<file path="src/rtl/keyboard_matrix_pkg.sv">
// Shared constants and types for the PET keyboard matrix: PIA register map,
// Port A key-column bit positions, matrix geometry and row/column types.
package keyboard_matrix_pkg;

  localparam int KBD_COL_COUNT  = 10;
  localparam int KBD_ADDR_WIDTH = 4;
  localparam int KBD_ROW_COUNT  = 8;

  localparam logic [7:0] KBD_IDLE_ROW = 8'hFF;

  localparam logic [1:0] PIA_PORTA = 2'd0;
  localparam logic [1:0] PIA_CRA   = 2'd1;
  localparam logic [1:0] PIA_PORTB = 2'd2;
  localparam logic [1:0] PIA_CRB   = 2'd3;

  // Control register bit 2 steers Port A/B accesses between DDR and data reg.
  localparam int PIA_CR_DDR_SEL  = 2;
  localparam int PIA_PORTA_KEY_A = 0;
  localparam int PIA_PORTA_KEY_D = 3;

  typedef logic [KBD_ADDR_WIDTH-1:0] kbd_col_t;
  typedef logic [KBD_ROW_COUNT-1:0]  kbd_row_t;

  function automatic logic col_in_range(input kbd_col_t col, input int count);
    return int'(col) < count;
  endfunction

endpackage

</file>
<file path="src/rtl/pia1_port_snoop.sv">
// Shadows the PIA1 CRA/CRB/ORA (and DDRA when KBD_DDRA_TRACK_EN is defined)
// from snooped CPU writes; presents the keyboard column selected by the ROM scan.
module pia1_port_snoop
  import keyboard_matrix_pkg::*;
(
  input  logic                      clock_i,
  input  logic                      reset_i,
  input  logic                      pia1_cs_i,
  input  logic [1:0]                cpu_rs_i,
  input  logic                      cpu_we_i,
  input  logic                      cpu_strobe_i,
  input  logic [7:0]                cpu_data_i,
  output logic [KBD_ADDR_WIDTH-1:0] col_o,
  output logic                      crb2_o
);

  logic       snoop_wr;
  logic       cra2_q;
  logic       crb2_q;
  logic [3:0] ora_q;
  logic [3:0] key_nibble;
  logic       unused_data;

  assign snoop_wr    = cpu_strobe_i & pia1_cs_i & cpu_we_i;
  assign key_nibble  = cpu_data_i[PIA_PORTA_KEY_D:PIA_PORTA_KEY_A];
  assign unused_data = ^cpu_data_i[7:4];

  always_ff @(posedge clock_i or posedge reset_i) begin
    if (reset_i) begin
      cra2_q <= 1'b0;
      crb2_q <= 1'b0;
      ora_q  <= 4'h0;
    end else if (snoop_wr) begin
      case (cpu_rs_i)
        PIA_CRA:   cra2_q <= cpu_data_i[PIA_CR_DDR_SEL];
        PIA_CRB:   crb2_q <= cpu_data_i[PIA_CR_DDR_SEL];
        PIA_PORTA: if (cra2_q) ora_q <= key_nibble;
        default: ;
      endcase
    end
  end

`ifdef KBD_DDRA_TRACK_EN
  logic [3:0] ddra_q;

  always_ff @(posedge clock_i or posedge reset_i) begin
    if (reset_i) begin
      ddra_q <= 4'h0;
    end else if (snoop_wr && cpu_rs_i == PIA_PORTA && !cra2_q) begin
      ddra_q <= key_nibble;
    end
  end

  // Pins configured as inputs float high, as on the real PIA.
  assign col_o = ora_q | ~ddra_q;
`else
  assign col_o = ora_q;
`endif

  assign crb2_o = crb2_q;

endmodule

</file>
<file path="src/rtl/keyboard_matrix.sv">
// PET keyboard matrix: MCU writes rows over Wishbone, the 6502 reads the row
// byte for the snooped PIA1 column. Optional DDRA tracking via KBD_DDRA_TRACK_EN.
module keyboard_matrix
  import keyboard_matrix_pkg::*;
#(
  parameter int COL_COUNT  = KBD_COL_COUNT,
  parameter int ADDR_WIDTH = KBD_ADDR_WIDTH
) (
  input  logic                  clock_i,
  input  logic                  reset_i,
  input  logic [ADDR_WIDTH-1:0] wb_adr_i,
  input  logic [7:0]            wb_dat_i,
  output logic [7:0]            wb_dat_o,
  input  logic                  wb_we_i,
  input  logic                  wb_cyc_i,
  input  logic                  wb_stb_i,
  output logic                  wb_ack_o,
  output logic                  wb_stall_o,
  input  logic                  pia1_cs_i,
  input  logic [1:0]            cpu_rs_i,
  input  logic                  cpu_we_i,
  input  logic                  cpu_strobe_i,
  input  logic [7:0]            cpu_data_i,
  output logic [7:0]            cpu_data_o,
  output logic                  cpu_data_oe_o
);

  kbd_row_t                  matrix [COL_COUNT];
  kbd_row_t                  wb_dat_q;
  kbd_row_t                  row_q;
  logic                      ack_q;
  logic                      wb_acc;
  logic                      wb_hit;
  logic [KBD_ADDR_WIDTH-1:0] col;
  logic                      crb2;

  pia1_port_snoop u_snoop (
    .clock_i      (clock_i),
    .reset_i      (reset_i),
    .pia1_cs_i    (pia1_cs_i),
    .cpu_rs_i     (cpu_rs_i),
    .cpu_we_i     (cpu_we_i),
    .cpu_strobe_i (cpu_strobe_i),
    .cpu_data_i   (cpu_data_i),
    .col_o        (col),
    .crb2_o       (crb2)
  );

  assign wb_acc = wb_cyc_i & wb_stb_i;
  assign wb_hit = int'(wb_adr_i) < COL_COUNT;

  always_ff @(posedge clock_i or posedge reset_i) begin
    if (reset_i) begin
      for (int i = 0; i < COL_COUNT; i++) matrix[i] <= KBD_IDLE_ROW;
    end else if (wb_acc && wb_we_i && wb_hit) begin
      matrix[wb_adr_i] <= wb_dat_i;
    end
  end

  always_ff @(posedge clock_i or posedge reset_i) begin
    if (reset_i) begin
      ack_q    <= 1'b0;
      wb_dat_q <= KBD_IDLE_ROW;
    end else begin
      ack_q <= wb_acc;
      if (wb_acc && !wb_we_i) wb_dat_q <= wb_hit ? matrix[wb_adr_i] : KBD_IDLE_ROW;
    end
  end

  // Columns 10-15 decode to nothing on the 74145, so the row reads idle.
  always_ff @(posedge clock_i or posedge reset_i) begin
    if (reset_i) begin
      row_q <= KBD_IDLE_ROW;
    end else begin
      row_q <= col_in_range(col, COL_COUNT) ? matrix[col] : KBD_IDLE_ROW;
    end
  end

  assign wb_ack_o      = ack_q;
  assign wb_dat_o      = wb_dat_q;
  assign wb_stall_o    = 1'b0;
  assign cpu_data_o    = row_q;
  assign cpu_data_oe_o = pia1_cs_i & ~cpu_we_i & (cpu_rs_i == PIA_PORTB) & crb2;

endmodule
</file>
<file path="config.mk">
export PLATFORM = sky130hd
export DESIGN_NAME = keyboard_matrix
export DESIGN_NICKNAME = d
export VERILOG_FILES = /design/src/rtl/keyboard_matrix_pkg.sv /design/src/rtl/pia1_port_snoop.sv /design/src/rtl/keyboard_matrix.sv
export SDC_FILE = /design/constraint.sdc
export NUM_CORES = 1
export LEC_CHECK = 0
export CAP_MARGIN = 20
export CORE_MARGIN = 2
export CORE_UTILIZATION = 55
export DETAILED_ROUTE_END_ITERATION = 10
export PLACE_DENSITY = 0.77
export SYNTH_ARGS = -nofsm -noshare
export SYNTH_HDL_FRONTEND = slang
export SYNTH_SLANG_ARGS = --single-unit
</file>
<file path="constraint.sdc">
create_clock -name clock_i -period 4.93 [get_ports clock_i]
set_input_delay 1.2325 -clock clock_i [delete_from_list [all_inputs] [get_ports clock_i]]
set_output_delay 1.2325 -clock clock_i [all_outputs]
set_load 0.005 [all_outputs]
</file>
==> results of run 1 <==
==> tightest hold or removal path: cells and delay by family, from the launching register on <==
kind | cells | cell delay [ns]
AO/OA/AOI/OAI | 1 | 0.05
flip-flops | 1 | 0.38
AND/OR/NAND/NOR | 1 | 0.04
==> layout make-up <==
type	count	area, um2
Fill cell	769	3630
Sequential cell	103	2700
Multi-Input combinational cell	239	2490
Timing Repair Buffer	47	455
Tap cell	133	166
Clock buffer	11	151
Inverter	5	21.3
Clock inverter	3	20.0
==> synth_stat cells, drive strengths merged, types with 5 or more instances <==
master	number	area, um2
a21oi	9	45.0
buf	24	136
clkbuf	7	26.3
dfrtp	7	175
dfstp	96	2520
inv	5	18.8
mux2	99	1110
mux2i	15	150
mux4	29	694
nand2	20	75.1
nand3	5	25.0
nor2	12	75.1
o21ai	23	115
o22ai	6	37.5
==> cells in the final DEF, fill, tap and decap left out, types with 2 or more instances in the layout <==
cell type / Yosys / routed
o21ai_0: 20 / 20
buf_4: 2 / 4
mux2i_1: 15 / 15
mux4_1: 11 / 11
dfrtp_1: 7 / 7
dfstp_2: 96 / 96
clkbuf_8: 0 / 11
o21ai_1: 3 / 3
nor4b_1: 2 / 2
inv_1: 5 / 4
nand2_1: 20 / 20
a21oi_1: 9 / 9
mux4_2: 18 / 18
o22ai_1: 6 / 6
nor2_1: 6 / 6
nor2_4: 3 / 3
clkinvlp_4: 0 / 2
nor3_1: 2 / 2
nand4_1: 2 / 2
clkdlybuf4s50_1: 0 / 42
or3_1: 3 / 3
nand3_1: 5 / 5
mux2_2: 99 / 99
nor2_2: 3 / 3
==> where the power goes <==
part	total (uW)	leakage, uW	internal, uW	switching [uW]
sequential	1200	0.00109	1080	122
clock	493	0.0000833	205	288
combinational	480	0.00119	300	180
==> flip-flops by register name, indices dropped and copies added (netlist names) <==
name,cells
cpu_data_o,8
wb_dat_o,8
u_snoop.crb2_o,1
u_snoop.cra2_q,1
u_snoop.col_o,4
matrix,80
wb_ack_o,1
==> worst max-delay path by stage <==
stage | endpoint | slack (ns) | cells past startpoint
after global routing | cpu_data_oe_o | 0.93 | 4
final | cpu_data_oe_o | 1.10 | 4
after CTS | cpu_data_oe_o | 1.08 | 4
after detailed placement | cpu_data_oe_o | 1.11 | 4
after global placement | cpu_data_oe_o | 1.06 | 4
after floorplan | u_snoop.col_o[0] | 1.15 | 1
==> metal layers <==
metal	global-route usage (%)	vias up
li1	-	1460
met1	32.7	1725
met2	40.4	84
met3	2.98	19
met4	9.31	0
met5	0	-
==> kinds of logic (layout without fill, tap and decap cells) <==
logic type	count (synthesis)	in the layout	share of synthesized area, %
multiplexers	143	143	36.5
flip-flops	103	103	50.2
AND/OR/NAND/NOR	54	54	5.68
AO/OA/AOI/OAI	41	41	4.17
buffers and inverters	36	66	3.38
other	1	1	0.0698
==> metrics by stage <==
stage          cell area, um2  hold slack (ns)  util (%)
4_1_cts                  6000            0.472      62.3
2_1_floorplan            5370            0.454         -
3_3_place_gp             5830            0.453      60.5
5_1_grt                  6000            0.505      62.3
6_report                 6000            0.468      62.3
3_5_place_dp             5830            0.464      60.5
==> impl_results.md, run 1 <==
- Outcome: completed
- VDD IR max: 0.151 mV
- Fraction of layout cells with a size suffix above 1: 59.1%
- Hold crit path type: reg -> reg
- CTS tree: yes
- Tmin final: 3.83 ns
- WL/cell: 21.8 um
- CTS root buf: clkbuf_8
- Clk_skew: between 0.009 and 0.01 ns
- Die Ht: 103 um
- Slowest cell on crit path: clkdlybuf4s50_1
- Mean Syn Cell Area: 14.2 um2
- Worst slew pin tran: just under 1 ns
- Worst setup EP type: output port
- Row cnt: 36
- Die width: 103 um
- Post-CTS Setup Bufs: 0
- Fin. Hold Viols: 0
- Grt ovf: 0
- Worst reg2reg path depth: 4
- Largest net degree at the start of global routing: 77
- Diode count: 0
- Gpl congestion: 0.754
- Max Cap Viol: 0
- Number of buffers and inverters on the critical path: 2
- CTS Hold Bufs: 0
- Most common cell on crit path: clkdlybuf4s50_1
- Synth cell types: 37
- CP max FO: 2
- Startpoint types: input port
- Detailed-route DRC error count: 0
- Routed WL: 11800 um
- Crit path largest cell delay: 0.55 ns
- Hold Crit Start: wb_dat_o[2]
- R2R Setup Slk: 2.76 ns
- Seq cells post-synth: 103
- Met3 wire length: 516 um
- CP required: 3.70 ns
- WP data arrival: 2.60 ns
- CP startpoint: pia1_cs_i
- Input/output buffers: between 40 and 50
- Clock transition at path regs: 0.10 ns
- Period utilization: between 70 and 80%
- Initial DRC count: between 100 and 150
- Total power draw: 2170 uW
- Ys Warns: 0
- Routed Antenna Nets: 0
- Count of mapped cells out of synthesis: 378
- First-pass GRT wire length: around 19000 um
- Max-slew violation count: 0
- Final #Nets: around 440
- Power per Cell Area: 362 mW/mm2
- WHS Path Cells: 2
- Setup tns final: 0 ns
- Post-CTS resize count: 0
- Tot GR Track Use: 24.2%
- Synthesized area: 0.00537 mm2
- Fmax: 0.261 GHz
- Unrepaired setup endpoints after global routing: no
- # H-tree levels: 3
- DR vias/cell: 6.08
- Final setup violation count: 0
- Vias post-DR: ~3300
- Setup Crit Path Kind: in -> out
- Drt pass-1 iters: 4
- Initial Utilization: 55.7%
- Synth-to-Final Area Change: 11.8%
- Top sig layer: met4
- Placed Instances: 527
- Post-synth ARST share: 100%
- Worst Hold End: wb_dat_o[2]
- CTS sink cnt: 103
- CP Cell Sequence: clkdlybuf4s50_1, nand2_1, nor4b_1, clkdlybuf4s50_1
- Antenna violations before repair: 0
- Dpl ws: 1.11 ns
- DR WL met2: around 6000 um
- Detailed placement HPWL: 7460 um
- Leak pwr: 0.00236 uW
- Post-synthesis sequential area ratio: 50.2%
- Core area: 0.00964 mm2
- Setup WS post-layout: 1.10 ns
- I/O pins: 49
- Vias in the first global route: roughly 3400
- FF-to-FF Start: u_snoop.col_o[0]
- Worst r2r dst: cpu_data_o[4]
- Worst-Skew Late Latency: 0.38 ns
- Crit path max-delay family: buffers and inverters
- Die area: 0.0106 mm2
- Number of enable flip-flop cells after synthesis: 0
- Slew HR: roughly 36%
- Ys flop type: dfstp_2
- Metal-1 WL: 5000 um
- CTS buffer count: 9
- Clock tree buffer depth: 2
- Post-Syn Nets: 408
- Layout Cells excl Fill: around 540
Note: power is estimated with default switching activity, not from simulation.
==> run 2, diff against run 1 <==
Clock period 4.93 ns to 3.7 ns, I/O delays scaled along.
==> run 2 against run 1 <==
Compared with the run above: critical path depth stayed put; die area stayed put; count of clock-buffer cells in the layout is 2 lower; clock skew hardly changed; register-to-register slack worse by 1.1 ns; sequential cell count stayed put; global-route usage is 0.45 points higher; sequential share of layout area is 0.58 points lower; critical path type unchanged; critical endpoint unchanged; largest cell class unchanged; largest power group unchanged.
==> impl_results.md, run 2 (same netlist as run 1, synthesis figures left out) <==
- Startpoint types: input port
- # H-tree levels: 3 (unchanged)
- Crit path max-delay family: buffers and inverters
- Hold crit path type: reg -> reg
- Most frequent cells in the layout: 99 x mux2_2, 96 x dfstp_2, 42 x clkdlybuf4s50_1
- Post-CTS Setup Bufs: 0 (unchanged)
- Tot GR Track Use: 24.6% (+0.45 points)
- Commonest non-fill, non-tap cell in the layout: mux2_2
- Vias post-DR: 3340 (+1.6%)
- Gpl congestion: 0.798 (+5.8%)
- Diode count: 0 (unchanged)
- CTS root buf: clkbuf_8
- Fin. Hold Viols: 0 (unchanged)
- CTS sink cnt: 103 (unchanged)
- Number of buffers and inverters on the critical path: 2 (unchanged)
- Clk_skew: 0.00897 ns (-0.0000897 ns)
- Max-slew violation count: 0 (unchanged)
- Setup Crit Path Kind: in -> out
- Post-CTS resize count: 0 (unchanged)
- CTS tree: yes
- CTS Hold Bufs: 0 (unchanged)
- Most flops, register: matrix
- Die area: 0.0106 mm2 (unchanged)
- Fill cells: 732 (-4.8%)
- Input/output buffers: 43 (unchanged)
- Fmax: 0.300 GHz
- Slew HR: 36.2% (+0.56 points)
- Worst-Skew Late Latency: 0.37 ns (about the same)
- Die width: 103 um (unchanged)
- Initial DRC count: 137 (+3.0%)
- Die Ht: 103 um (unchanged)
- CP required: 2.77 ns (-0.93 ns)
- Power per Cell Area: 479 mW/mm2 (+32%)
- WL/cell: 21.9 um (+0.44%)
- Drt pass-1 iters: 4 (unchanged)
- VDD IR max: 0.270 mV (+78%)
- Total power draw: 2910 uW (+34%)
- I/O pins: 49 (unchanged)
- CP Cell Sequence: clkdlybuf4s50_1, nand2_1, nor4b_1, clkdlybuf4s50_1
- Worst slew pin tran: 0.956 ns (-0.0104 ns)
- Antenna violations before repair: 0 (unchanged)
- Crit path largest cell delay: 0.57 ns (+0.02 ns)
- Setup tns final: 0 ns (unchanged)
- Placed instance area: 0.00590 mm2 (+1.2%)
- Largest net degree at the start of global routing: 66 (-14%)
- CTS buffer count: 9 (unchanged)
- Finished layout cell area: 0.00608 mm2 (+1.3%)
- Tmin final: 3.33 ns
- Final setup violation count: 0 (unchanged)
- Period utilization: 90.1%
- Detailed-route DRC error count: 0 (unchanged)
- Max reg flops: 80 (unchanged)
- Synth-to-Final Area Change: 13.3%
- Grt ovf: 0 (unchanged)
- Clock tree buffer depth: 2 (unchanged)
- Outcome: completed
- Initial Utilization: 55.7% (unchanged)
- Worst hold slack: 0.465 ns (-0.00289 ns)
- Final #Nets: 441 (+1.4%)
- First-pass GRT wire length: 19000 um (+2.2%)
- Routed WL: 12000 um (+1.9%)
- CP max FO: 2 (unchanged)
- WP data arrival: 2.41 ns (-0.19 ns)
- Vias in the first global route: 3457 (+2.8%)
- Row cnt: 36 (unchanged)
- Slowest cell on crit path: clkdlybuf4s50_1
- Detailed placement HPWL: 7870 um (+5.5%)
- Fraction of layout cells with a size suffix above 1: 59.9% (+0.79 points)
- Leak pwr: 0.00241 uW (+2.1%)
- DR vias/cell: 6.08 (+0.10%)
- Clock transition at path regs: 0.10 ns (about the same)
- Core area: 0.00964 mm2 (unchanged)
- Most common cell on crit path: clkdlybuf4s50_1
- Max Cap Viol: 0 (unchanged)
- Worst setup EP type: output port
- Routed Antenna Nets: 0 (unchanged)
- Unrepaired setup endpoints after global routing: no
run 2: power breakdown:
part / internal, uW / switching, uW / total [uW]
clock: 253 / 405 / 658
sequential: 1430 / 145 / 1580
combinational: 413 / 263 / 676
run 2: per-stage QoR:
stage	util [%]	std cells	worst slack, ns
2_1_floorplan	-	378	0.230
3_3_place_gp	61.2	533	0.449
3_5_place_dp	61.2	533	0.395
4_1_cts	63.1	549	0.373
5_1_grt	63.1	549	0.306
6_report	63.1	549	0.368
run 2: final cells by class:
class                      count  area [um2]  share of cell area, %
sequential                   103        2700                   44.3
timing repair buffer          53         526                   8.64
clock buffer                   9         124                   2.04
inverter                       5        21.3                  0.350
tap                          133         166                   2.74
clock inverter                 7        56.3                  0.926
multi-input combinational    239        2490                   41.0
run 2: final timing paths:
kind | from | to | slack, ns | depth (start not counted)
min in group asynchronous | reset_i | u_snoop.col_o[2] | 0.93 | 2
max | cpu_rs_i[1] | cpu_data_oe_o | 0.37 | 4
min reg2reg | wb_dat_o[2] | wb_dat_o[2] | 0.47 | 2
max reg2reg | u_snoop.col_o[1] | cpu_data_o[7] | 1.62 | 5
min | wb_dat_o[2] | wb_dat_o[2] | 0.47 | 2
max in group asynchronous | reset_i | matrix[41] | 2.04 | 3
run 2: routing by layer:
layer	track usage, %	part of all wire (%)	vias up
met5	0	0	-
li1	-	-	1475
met2	39.4	49	91
met1	33.5	44	1754
met4	9.31	2.1	0
met3	5.15	4.9	20
run 2: worst register-to-register path, stage by stage (launching register included):
cell     delay [ns]
dfrtp_1        0.58
buf_4          0.30
nor2b_1        0.75
a21oi_1        0.13
o21ai_0        0.14
nand2_1        0.10
==> run 3, diff against run 2 <==
Settings changed: ABC_AREA from default to 0, CTS_CLUSTER_DIAMETER from default to 100.
==> results of run 3 <==
No change in the layout: final DEF, timing and power equal those of run 2.
